[config.mk]
export PLATFORM = sky130hd
export DESIGN_NAME = cube_face_loader
export DESIGN_NICKNAME = d
export VERILOG_FILES = /design/src/rtl/cube_face_loader.sv
export SDC_FILE = /design/constraint.sdc
export NUM_CORES = 1
export LEC_CHECK = 0
export BUFFER_PORTS_ARGS = -buffer_cell sky130_fd_sc_hd__buf_2
export CORE_MARGIN = 2
export CORE_UTILIZATION = 40
export DETAILED_ROUTE_END_ITERATION = 6
export GPL_ROUTABILITY_DRIVEN = 0
export GPL_TIMING_DRIVEN = 0
export PLACE_DENSITY = 0.76
export SETUP_SLACK_MARGIN = 0.05
export SYNTH_ARGS = -nofsm -noshare
export SYNTH_HDL_FRONTEND = slang
export SYNTH_SLANG_ARGS = --single-unit
export TNS_END_PERCENT = 20
[constraint.sdc]
create_clock -name clk -period 1.8 [get_ports clk]
set_input_delay 0.18 -clock clk [delete_from_list [all_inputs] [get_ports clk]]
set_output_delay 0.18 -clock clk [all_outputs]
set_load 0.05 [all_outputs]
[src/rtl/cube_face_loader.sv]
// Chunked loader that assembles NUM_FACES cube face colour words into one state vector
// for the solver core, with frame delimiting, short/long frame detection and resync.
module cube_face_loader #(
    parameter int NUM_FACES = 3,
    parameter int FACE_W    = 24,
    parameter int IN_W      = 8,
    localparam int CHUNKS   = NUM_FACES * FACE_W / IN_W,
    localparam int CW       = $clog2(CHUNKS + 1)
) (
    input  logic                          clk,
    input  logic                          rst,
    input  logic [IN_W-1:0]               in_data,
    input  logic                          in_valid,
    input  logic                          in_last,
    output logic                          in_ready,
    output logic [NUM_FACES*FACE_W-1:0]   state_data,
    output logic                          state_valid,
    input  logic                          state_ready,
    output logic                          frame_err,
    output logic [CW-1:0]                 chunk_cnt,
    output logic [1:0]                    fsm_state
);

    localparam int SLOTS = FACE_W / IN_W;
    localparam logic [CW-1:0] LAST_IDX = CW'(CHUNKS - 1);
    localparam logic [CW-1:0] FULL_CNT = CW'(CHUNKS);

    if (FACE_W % IN_W != 0) begin : g_bad_chunk_width
        $error("cube_face_loader: FACE_W must be a multiple of IN_W");
    end

    // Handshakes: a chunk moves on a rising edge where in_valid && in_ready;
    // the assembled state is consumed on a rising edge where state_valid && state_ready.
    typedef enum logic [1:0] {
        LOAD    = 2'd0,
        RESYNC  = 2'd1,
        PRESENT = 2'd2
    } state_t;

    state_t        state;
    state_t        state_next;
    logic [CW-1:0] cnt_next;
    logic          err_next;
    logic          write_en;
    logic          xfer;

    // Low bit of chunk k's slot: slot 0 holds the face MSBs.
    function automatic int slot_lo(input int k);
        return (k / SLOTS) * FACE_W + FACE_W - ((k % SLOTS) + 1) * IN_W;
    endfunction

    // Outputs decode straight from the state register, so no input reaches them combinationally.
    assign in_ready    = (state != PRESENT);
    assign state_valid = (state == PRESENT);
    assign fsm_state   = state;
    assign xfer        = in_valid && in_ready;

    always_ff @(posedge clk) begin
        if (rst) begin
            state     <= LOAD;
            chunk_cnt <= '0;
            frame_err <= 1'b0;
        end else begin
            state     <= state_next;
            chunk_cnt <= cnt_next;
            frame_err <= err_next;
        end
    end

    always_comb begin
        state_next = state;
        cnt_next   = chunk_cnt;
        err_next   = 1'b0;
        write_en   = 1'b0;
        case (state)
            LOAD: begin
                if (xfer) begin
                    write_en = 1'b1;
                    if (chunk_cnt == LAST_IDX) begin
                        if (in_last) begin
                            state_next = PRESENT;
                            cnt_next   = FULL_CNT;
                        end else begin
                            // Long frame: drop everything up to the next in_last.
                            state_next = RESYNC;
                            cnt_next   = '0;
                            err_next   = 1'b1;
                        end
                    end else if (in_last) begin
                        cnt_next = '0;
                        err_next = 1'b1;
                    end else begin
                        cnt_next = chunk_cnt + CW'(1);
                    end
                end
            end
            RESYNC: begin
                if (xfer && in_last) begin
                    state_next = LOAD;
                    cnt_next   = '0;
                end
            end
            PRESENT: begin
                if (state_ready) begin
                    state_next = LOAD;
                    cnt_next   = '0;
                end
            end
            default: begin
                state_next = LOAD;
                cnt_next   = '0;
            end
        endcase
    end

    always_ff @(posedge clk) begin
        if (rst) begin
            state_data <= '0;
        end else if (write_en) begin
            for (int k = 0; k < CHUNKS; k++) begin
                if (chunk_cnt == CW'(k)) begin
                    state_data[slot_lo(k) +: IN_W] <= in_data;
                end
            end
        end
    end

endmodule

==> results by group, run 1 <==
Place
  • Placed instance count: 485
  • Port bufs: 84
  • Pre-CTS setup slack: roughly 0.092 ns
  • Dpl hpwl: about 5300 um

Power and ir drop
  • VDD IR max: 490 uV
  • Pwr Density: 858 nW/um^2
  • Leak pwr: ~1.8 nW

Global routing
  • Total congestion overflow: 0
  • Initial antenna violation count: 0
  • Pin count of the biggest net entering global routing: 15
  • All-Layer GR Usage: 18.3%
  • Global-route wire length before repair: 12100 um
  • Vias in the first global route: 2417

Layout
  • Layout cells sized above 1: 32.4%
  • Filler cells: 742
  • Antenna cells: 0
  • Final Util: approximately 51%
  • Nets: just over 400
  • Area Growth Syn to Fin: 25.3%
  • Non-Filler Instances: 503

Synth
  • Syn_area_per_cell: 10.5 um^2
  • Cell Area, Synth: about 3200 um^2
  • Mapped Cells: 299
  • Ys Warns: 0
  • Number of synthesized flops with an enable pin: 0
  • Top cells by count, synth: dfxtp_1, nor2_1, mux2i_1, clkbuf_1
  • Yosys cell types: 33
  • Most used DFF post-synth: dfxtp_1
  • Syn nets: 316
  • Ranking of synthesized cells by area: dfxtp_1, mux2i_1, nor2_1, nor2_8, ha_1
  • Synth Register Bits: 79
  • Register area share after synthesis: 50.2%
  • Most common cell in the netlist: dfxtp_1
  • Cell taking the most area after synthesis: dfxtp_1
  • Synth async-reset ratio: 0%
  • Area share of the largest cell type after synthesis: 50.2%

Detailed routing
  • DRT Pass-1 Iters: 4
  • Routed wire length: 7420 um
  • Via density per instance: 4.87
  • Final ANT Viol Nets: 0
  • DRC: 0
  • Post-DR wirelength/cell: 14.7 um
  • Vias post-DR: 2452
  • Drt first-iter violations: 108

Worst setup path
  • Critical Path RT: just over 2 ns
  • Worst setup SP type: flop
  • Worst EP arrival: between 1.5 and 2 ns
  • Reg2Reg Setup Slack: 0.06 ns
  • Worst r2r dst: state_data[40]
  • Crit Path Class: flop to flop
  • Start of the worst register-to-register path: chunk_cnt[3]
  • CP Max Fanout: 8
  • Reg2reg path depth: 5
  • Critical path endpoint category: flop

Timing
  • Endpoints failing setup: 0
  • Max Freq: ~570 MHz
  • Fin crit share: 96.7%
  • Unrepaired setup endpoints after global routing: yes
  • Setup TNS: 0 ns
  • Actual slew at the worst max-slew pin: 0.534 ns
  • Fin worst setup slack: just under 0.06 ns
  • Fin crit period: about 1.7 ns
  • Final Slew Violations: 0
  • Final hold viol count: 0
  • Clock Skews: between 0.01 and 0.015 ns
  • Max-slew headroom: 64.3%

Floorplan
  • Die area: roughly 8600 um^2
  • Die Y: slightly above 90 um
  • Starting density of the core: 41.0%
  • Row cnt: 32
  • Core footprint: 7690 um^2
  • Die W: 92.8 um
  • Ports: 94

Clock tree
  • CTS tree: built
  • Htree depth: 3
  • TritonCTS buffer count: 9
  • Number of clock sinks: 79
  • Clk Tree Root Cell: clkbuf_8
  • Worst-Skew Late Latency: about 0.35 ns
  • Max Buffers Root-to-Sink: 2
  • Register clock-pin slew on the reported worst setup and hold paths: 0.09 ns

Run status
  • Result of the run: completed

Worst hold path
  • Hold path endpoint: state_data[47]
  • Hold-critical path depth: 3
  • Min-delay src: in_data[7]
  • HP Class: input port to flop

Run
  • Max-cap violations: 0
-- report_power, final --
part           switching (W)  leakage [nW]  internal, W
Combinational       0.000253          1.10    0.0000978
Clock               0.000658        0.0922     0.000585
Sequential         0.0000196         0.642      0.00177
Total               0.000931          1.83      0.00246
-- timing repair --
item,4_1_cts,5_1_grt
setup buffers,0,2
hold buffers,0,0
setup endpoints to repair,0,64
resized for setup,0,9
-- kinds of logic after synthesis --
logic type	count (synthesis)	synth area share, %
simple gates	107	18.9
flops	79	50.2
mux	72	22.9
buf+inv	22	3.42
compound gates	13	2.46
xor+xnor	2	0.556
fa+ha+maj	4	1.59
-- cells in the final DEF, fill, tap and decap left out, types with 2 or more instances in the layout --
cell         n
clkbuf_8    11
dfxtp_4      2
buf_4        2
o21ai_0      2
clkinvlp_4   2
or3_1        2
nor4b_1      2
dfxtp_1     73
nand3_1      3
clkinv_4     2
nor2_1      75
a21oi_1      6
nor3b_1      2
buf_2       92
nand2_1      5
dfxtp_2      4
inv_1        3
nor2_8       8
ha_1         4
mux2i_1     71
buf_12       2
clkbuf_1     9
-- flip-flops by register name, indices dropped and copies added, names as in the netlist --
name	flops
chunk_cnt	4
frame_err	1
fsm_state	2
state_data	72
-- cell type report --
class	instances	area, um^2	area share [%]
buffer	19	114	2.88
clock buffer	11	151	3.83
clock inverter	5	41.3	1.05
inverter	3	11.3	0.285
multi-input combinational	198	1470	37.3
sequential	79	1590	40.4
tap	102	128	3.23
timing repair buffer	86	435	11.0
-- critical path: stages (launching register included) --
cell and delay (ns):
dfxtp_4 0.37, or4_4 0.55, buf_12 0.17, nor2_8 0.23
mux2i_2 0.26, nor2_1 0.06
-- metrics by stage --
stage | cell area (um^2) | power (W) | hold WS [ns]
after floorplan | 3160 | 0.00210 | 0.412
after detailed placement | 3710 | 0.00218 | 0.476
after global routing | 3950 | 0.00353 | 0.210
final | 3950 | 0.00339 | 0.204
after global placement | 3710 | 0.00218 | 0.469
after CTS | 3900 | 0.00341 | 0.192
-- metal layers --
metal  wire length, um  up-vias  share of wire (%)  track usage [%]
li1                  -     1196                  -                -
met1              3420     1163                 46             23.8
met2              3470       82                 47             29.5
met3               422       11                5.7             4.15
met4               111        0                1.5             7.60
met5                 0        -                  0                0
-- how the worst max path moves through the flow --
| stage | start | end | slack [ns] |
|---|---|---|---|
| after detailed placement | fsm_state[1] | state_data[40] | 0.09 |
| after floorplan | chunk_cnt[2] | state_data[32] | 0.07 |
| after global routing | chunk_cnt[2] | state_data[69] | -0.01 |
| final | chunk_cnt[3] | state_data[40] | 0.06 |
| after CTS | fsm_state[1] | state_data[40] | 0.08 |
| after global placement | fsm_state[1] | state_data[56] | 0.10 |
No activity file was read; power rests on OpenSTA's default activity.
==> run 2: changes to the inputs <==
--- a/config.mk
+++ b/config.mk
@@ -12,6 +12,7 @@
 export GPL_ROUTABILITY_DRIVEN = 0
 export GPL_TIMING_DRIVEN = 0
 export PLACE_DENSITY = 0.76
+export REMOVE_ABC_BUFFERS = 1
 export SETUP_SLACK_MARGIN = 0.05
 export SYNTH_ARGS = -nofsm -noshare
 export SYNTH_HDL_FRONTEND = slang
==> results by group, run 2 (synthesized netlist as in run 1, its figures left out) <==
Clock tree
  • Max Buffers Root-to-Sink: 2
  • TritonCTS buffer count: 9
  • CTS Hold Bufs: 0
  • Register clock-pin slew on the reported worst setup and hold paths: around 0.080 ns
  • Worst-Skew Late Latency: 0.34 ns
  • Clk Tree Root Cell: clkbuf_8
  • Htree depth: 3
  • Number of clock sinks: 79
  • CTS tree: built

Detailed routing
  • DRC: 0
  • Routed wire length: around 7500 um
  • Vias post-DR: 2385
  • Drt first-iter violations: 130
  • Final ANT Viol Nets: 0
  • Via density per instance: 4.80
  • DRT Pass-1 Iters: 4
  • Post-DR wirelength/cell: 15.0 um

Layout
  • Layout cells sized above 1: 33.7%
  • Reg area: 1600 um^2
  • Final Util: about half
  • Max reg flops: 72
  • Most frequent cells in the layout: buf_2, nor2_1, dfxtp_1
  • Nets: 407
  • Multi-input logic area: 1480 um^2
  • Non-Filler Instances: 497
  • Commonest non-fill, non-tap cell in the layout: buf_2
  • Antenna cells: 0
  • Filler cells: 713
  • Register with the most flip-flops: state_data
  • Area Growth Syn to Fin: 24.2%

Worst setup path
  • Critical path endpoint category: flop
  • Largest stage delay, worst path: 0.67 ns
  • Crit-path slowest cell: or4b_4
  • Worst EP arrival: 1.91 ns
  • Crit path cell chain: or4b_4 -> nor2_8 -> mux2i_1 -> nor2_1
  • Origin of the worst setup path: chunk_cnt[3]
  • CP Max Fanout: 8
  • Start of the worst register-to-register path: chunk_cnt[3]
  • Worst setup SP type: flop
  • Critical Path RT: 2.00 ns
  • Reg2Reg Setup Slack: 0.08 ns
  • Worst r2r dst: state_data[24]
  • Crit Path Class: flop to flop
  • Critical Path End: state_data[24]
  • Reg2reg path depth: 4

Place
  • Dpl hpwl: 4990 um
  • Port bufs: 93
  • Placed instance count: between 400 and 500

Timing
  • Clock Skews: 0.00959 ns
  • Fin crit share: 95.4%
  • Final hold viol count: 0
  • Final Slew Violations: 0
  • Max-slew headroom: 47.5%
  • Max Freq: 582 MHz
  • Fin crit period: 1.72 ns
  • Unrepaired setup endpoints after global routing: yes
  • Actual slew at the worst max-slew pin: 0.788 ns
  • Endpoints failing setup: 0

Power and ir drop
  • Combinational power share: between 10% and 20%
  • Sw Ratio: 26.8%
  • Clock network fraction of design power: 35.8%
  • Seq pwr share: 53.8%
  • VDD IR max: approximately 550 uV
  • Leak pwr: between 1.5 and 2 nW
  • Pwr Density: 850 nW/um^2
  • Int Power: 0.00243 W
  • Sw Pwr: 0.000893 W

Global routing
  • Total congestion overflow: 0
  • M3 GR Usage: 7.08%
  • Vias in the first global route: 2245
  • GR Layer Usage met2: 26.2%
  • Global-route wire length before repair: around 12000 um
  • Initial antenna violation count: 0
  • Pin count of the biggest net entering global routing: 80
  • All-Layer GR Usage: between 10% and 20%
  • Busiest grt layer: met2
  • Met1 Usage GRT: a little under a quarter

Floorplan
  • Ports: 94
  • Core footprint: a little under 8000 um^2
  • Starting density of the core: 41.0%
  • Die Y: just over 90 um
  • Row cnt: 32
  • Die W: 92.8 um
  • Die area: 8600 um^2

Run
  • Max-cap violations: 0

Worst hold path
  • HP Class: input port to flop
  • Min-delay src: state_ready

Run status
  • Result of the run: completed
run 2: cell count changes in the layout (fill, tap and decap cells not counted), sizes merged:
| cell | before | now |
|---|---|---|
| clkinvlp | 2 | 3 |
| clkbuf | 20 | 11 |
| buf | 96 | 99 |
| inv | 4 | 3 |
run 2: per-layer routing:
layer	share of wire, %	vias to the layer above
met2	45	79
li1	-	1186
met5	0	-
met4	1.0	0
met1	46	1115
met3	7.7	5
run 2: critical path: cells and delay by family, from the launching register on:
family	cells	cell delay, ns
flip-flops	1	0.36
multiplexers	1	0.23
AND/OR/NAND/NOR	3	0.97
run 2: power groups by stage:
stage               clock (W)  sequential [W]  combinational (W)
CTS                   0.00124         0.00179           0.000342
global placement            0         0.00183           0.000331
finish                0.00119         0.00179           0.000344
detailed placement          0         0.00184           0.000336
global route          0.00131         0.00179           0.000367
floorplan                   0         0.00193           0.000114
run 2: area by class of cell:
type | count | area share, %
flip-flops and latches | 79 | 40.8
multi-input cells | 198 | 37.8
repair buffers | 99 | 13.1
clock buffers | 11 | 3.87
well taps | 102 | 3.26
clock inverters | 5 | 0.831
inverters | 3 | 0.288
run 2: repair_timing:
action,CTS,global route
resized for setup,9,4
pin swaps,7,5
setup buffers,5,1
endpoints found under the setup margin,64,48
run 2: how the worst min path moves through the flow:
stage	slack, ns	to	cells after the start
finish	0.22	fsm_state[1]	4
global route	0.24	state_data[26]	3
CTS	0.20	fsm_state[1]	4
detailed placement	0.48	state_data[40]	2
global placement	0.47	state_data[60]	2
floorplan	0.25	chunk_cnt[0]	1
run 2: through the flow:
stage	cell area, um^2	setup TNS [ns]	power [W]	setup WS [ns]	hold slack (ns)
after floorplan	3050	-19.69	0.00205	-0.349	0.249
after global placement	3650	-12.39	0.00216	-0.219	0.469
after detailed placement	3650	-14.59	0.00217	-0.274	0.476
after CTS	3890	0	0.00337	0.0137	0.205
after global routing	3910	0	0.00347	0.0209	0.238
final	3910	0	0.00333	0.0822	0.222
==> run 3: changes to the inputs <==
--- a/config.mk
+++ b/config.mk
@@ -5,6 +5,7 @@
 export SDC_FILE = /design/constraint.sdc
 export NUM_CORES = 1
 export LEC_CHECK = 0
+export ABC_AREA = 1
 export BUFFER_PORTS_ARGS = -buffer_cell sky130_fd_sc_hd__buf_2
 export CORE_MARGIN = 2
 export CORE_UTILIZATION = 40
==> results by group, run 3 <==
Run status
  • Result of the run: completed

Worst setup path
  • Crit-path slowest cell: dfxtp_1
  • CP Max Fanout: 9
  • WP buf/inv: 2
  • CP dominant cell by count: nor2_1
  • Origin of the worst setup path: chunk_cnt[1]
  • Worst setup SP type: flop
  • Start of the worst register-to-register path: chunk_cnt[1]
  • Largest stage delay, worst path: 0.38 ns
  • Crit path cell chain: inv_1 -> ha_1 -> nand3_2 -> nor2_4 -> inv_2 -> nor2_1 -> nor2_1
  • Critical path endpoint category: flop
  • Top delay family on crit path: simple AND/OR/NAND/NOR gates
  • Worst EP arrival: 1.83 ns
  • Critical Path RT: 2.03 ns
  • Crit Path Class: flop to flop

Detailed routing
  • Routed wire length: 7730 um
  • Via density per instance: 4.70
  • DRT Pass-1 Iters: 4
  • Post-DR wirelength/cell: 13.0 um
  • Drt first-iter violations: 109
  • Vias post-DR: 2801
  • Final ANT Viol Nets: 0
  • DRC: 0

Synth
  • Most used DFF post-synth: dfxtp_1
  • Ys Warns: 0
  • Register area share after synthesis: approximately half
  • Ranking of synthesized cells by area: dfxtp_1, nor2_1, o21ai_0, o21ai_1, nand3_4
  • Synth async-reset ratio: 0%
  • Yosys cell types: 25
  • Synth Register Bits: 79
  • Cell taking the most area after synthesis: dfxtp_1
  • Top cells by count, synth: nor2_1, dfxtp_1, o21ai_0, o21ai_1, nand2_1
  • Number of synthesized flops with an enable pin: 0
  • Most common cell in the netlist: nor2_1
  • Area share of the largest cell type after synthesis: 51.5%
  • Mapped Cells: 395
  • Cell Area, Synth: 3070 um^2
  • Syn_area_per_cell: between 7 and 8 um^2

Layout
  • Most frequent cells in the layout: nor2_1, buf_2, dfxtp_1
  • Register with the most flip-flops: state_data
  • Multi-input logic area: roughly 1300 um^2
  • Max reg flops: approximately 70
  • Reg area: between 1500 and 2000 um^2
  • Layout cells sized above 1: 27.6%
  • Commonest non-fill, non-tap cell in the layout: nor2_1
  • Filler cells: 738
  • Nets: between 500 and 600
  • Area Growth Syn to Fin: 24.1%
  • Antenna cells: 0
  • Non-Filler Instances: between 500 and 600

Clock tree
  • CTS tree: built
  • Register clock-pin slew on the reported worst setup and hold paths: about 0.08 ns
  • CTS Hold Bufs: 0
  • Max Buffers Root-to-Sink: 2
  • Clk Tree Root Cell: clkbuf_8
  • Htree depth: 3
  • Number of clock sinks: 79
  • Worst-Skew Late Latency: between 0.3 and 0.4 ns
  • Resized cells post-CTS: 0
  • TritonCTS buffer count: 9

Place
  • Pre-CTS setup slack: 0.0724 ns
  • Placed instance count: 578
  • Port bufs: 93
  • Dpl hpwl: 5180 um

Global routing
  • All-Layer GR Usage: 18.4%
  • Global-route wire length before repair: 12100 um
  • Initial antenna violation count: 0
  • Vias in the first global route: 2533
  • Pin count of the biggest net entering global routing: 76
  • Total congestion overflow: 0

Power and ir drop
  • Leak pwr: 1.80 nW
  • VDD IR max: 504 uV
  • Pwr Density: 949 nW/um^2

Floorplan
  • Die Y: 91.6 um
  • Ports: 94
  • Starting density of the core: about two fifths
  • Die W: 91.6 um
  • Die area: 8400 um^2
  • Core footprint: 7330 um^2
  • Row cnt: 31

Timing
  • Fin worst setup slack: 0.200 ns
  • Fin crit period: 1.60 ns
  • Actual slew at the worst max-slew pin: 0.994 ns
  • Hold WS: 0.0673 ns
  • Final hold viol count: 0
  • Fin crit share: 88.9%
  • Max-slew headroom: roughly 34%
  • Setup TNS: 0 ns
  • Max Freq: 625 MHz
  • Final Slew Violations: 0
  • Endpoints failing setup: 0
  • Unrepaired setup endpoints after global routing: no
  • Clock Skews: 0.00650 ns

Run
  • Max-cap violations: 0

Worst hold path
  • Min-delay src: rst
  • HP Class: input port to flop
## run 3: cell type report
cell class / instances / share of cell area, %
multi-input cells: 280 / 34.6
clock buffers: 11 / 3.71
flip-flops and latches: 79 / 41.5
well taps: 99 / 3.25
repair buffers: 95 / 12.9
inverters: 27 / 3.15
clock inverters: 5 / 0.886
## run 3: path summary, 6_finish.rpt
path / to / slack, ns / cells after the start
worst max-delay path: state_data[54] / 0.20 / 7
worst min-delay path: chunk_cnt[0] / 0.07 / 2
worst max register to register: state_data[54] / 0.20 / 7
worst min register to register: state_data[62] / 0.48 / 2
## run 3: what timing repair did
item,4_1_cts,5_1_grt
endpoints found under the hold margin,0,0
endpoints found under the setup margin,0,8
buffers inserted,0,2
## run 3: cell families (layout without fill, tap and decap cells)
family,count (synthesis),in the layout,share of synthesized area [%]
simple gates,198,198,28.6
fa+ha+maj,4,4,1.63
compound gates,78,78,12.7
flops,79,79,51.5
buf+inv,36,138,5.58
## run 3: per-layer routing
metal | track usage, % | wire [um]
met1 | 22.9 | 3600
met2 | 30.6 | 3670
met3 | 5.34 | 353
met4 | 5.56 | 109
met5 | 0 | 0
## run 3: report_power, final
| group | total [W] | leakage [nW] | internal, W | switching (W) |
|---|---|---|---|---|
| registers | 0.00185 | 0.640 | 0.00181 | 0.0000409 |
| logic | 0.000606 | 1.08 | 0.000150 | 0.000456 |
| clock network | 0.00116 | 0.0853 | 0.000536 | 0.000628 |
| total | 0.00362 | 1.80 | 0.00249 | 0.00112 |
## run 3: stage by stage
step,util [%],area (um^2),power [W]
4_1_cts,51.6,3780,0.00364
5_1_grt,52.0,3810,0.00380
6_report,52.0,3810,0.00362
3_3_place_gp,49.2,3610,0.00247
2_1_floorplan,-,3020,0.00232
3_5_place_dp,49.2,3610,0.00248
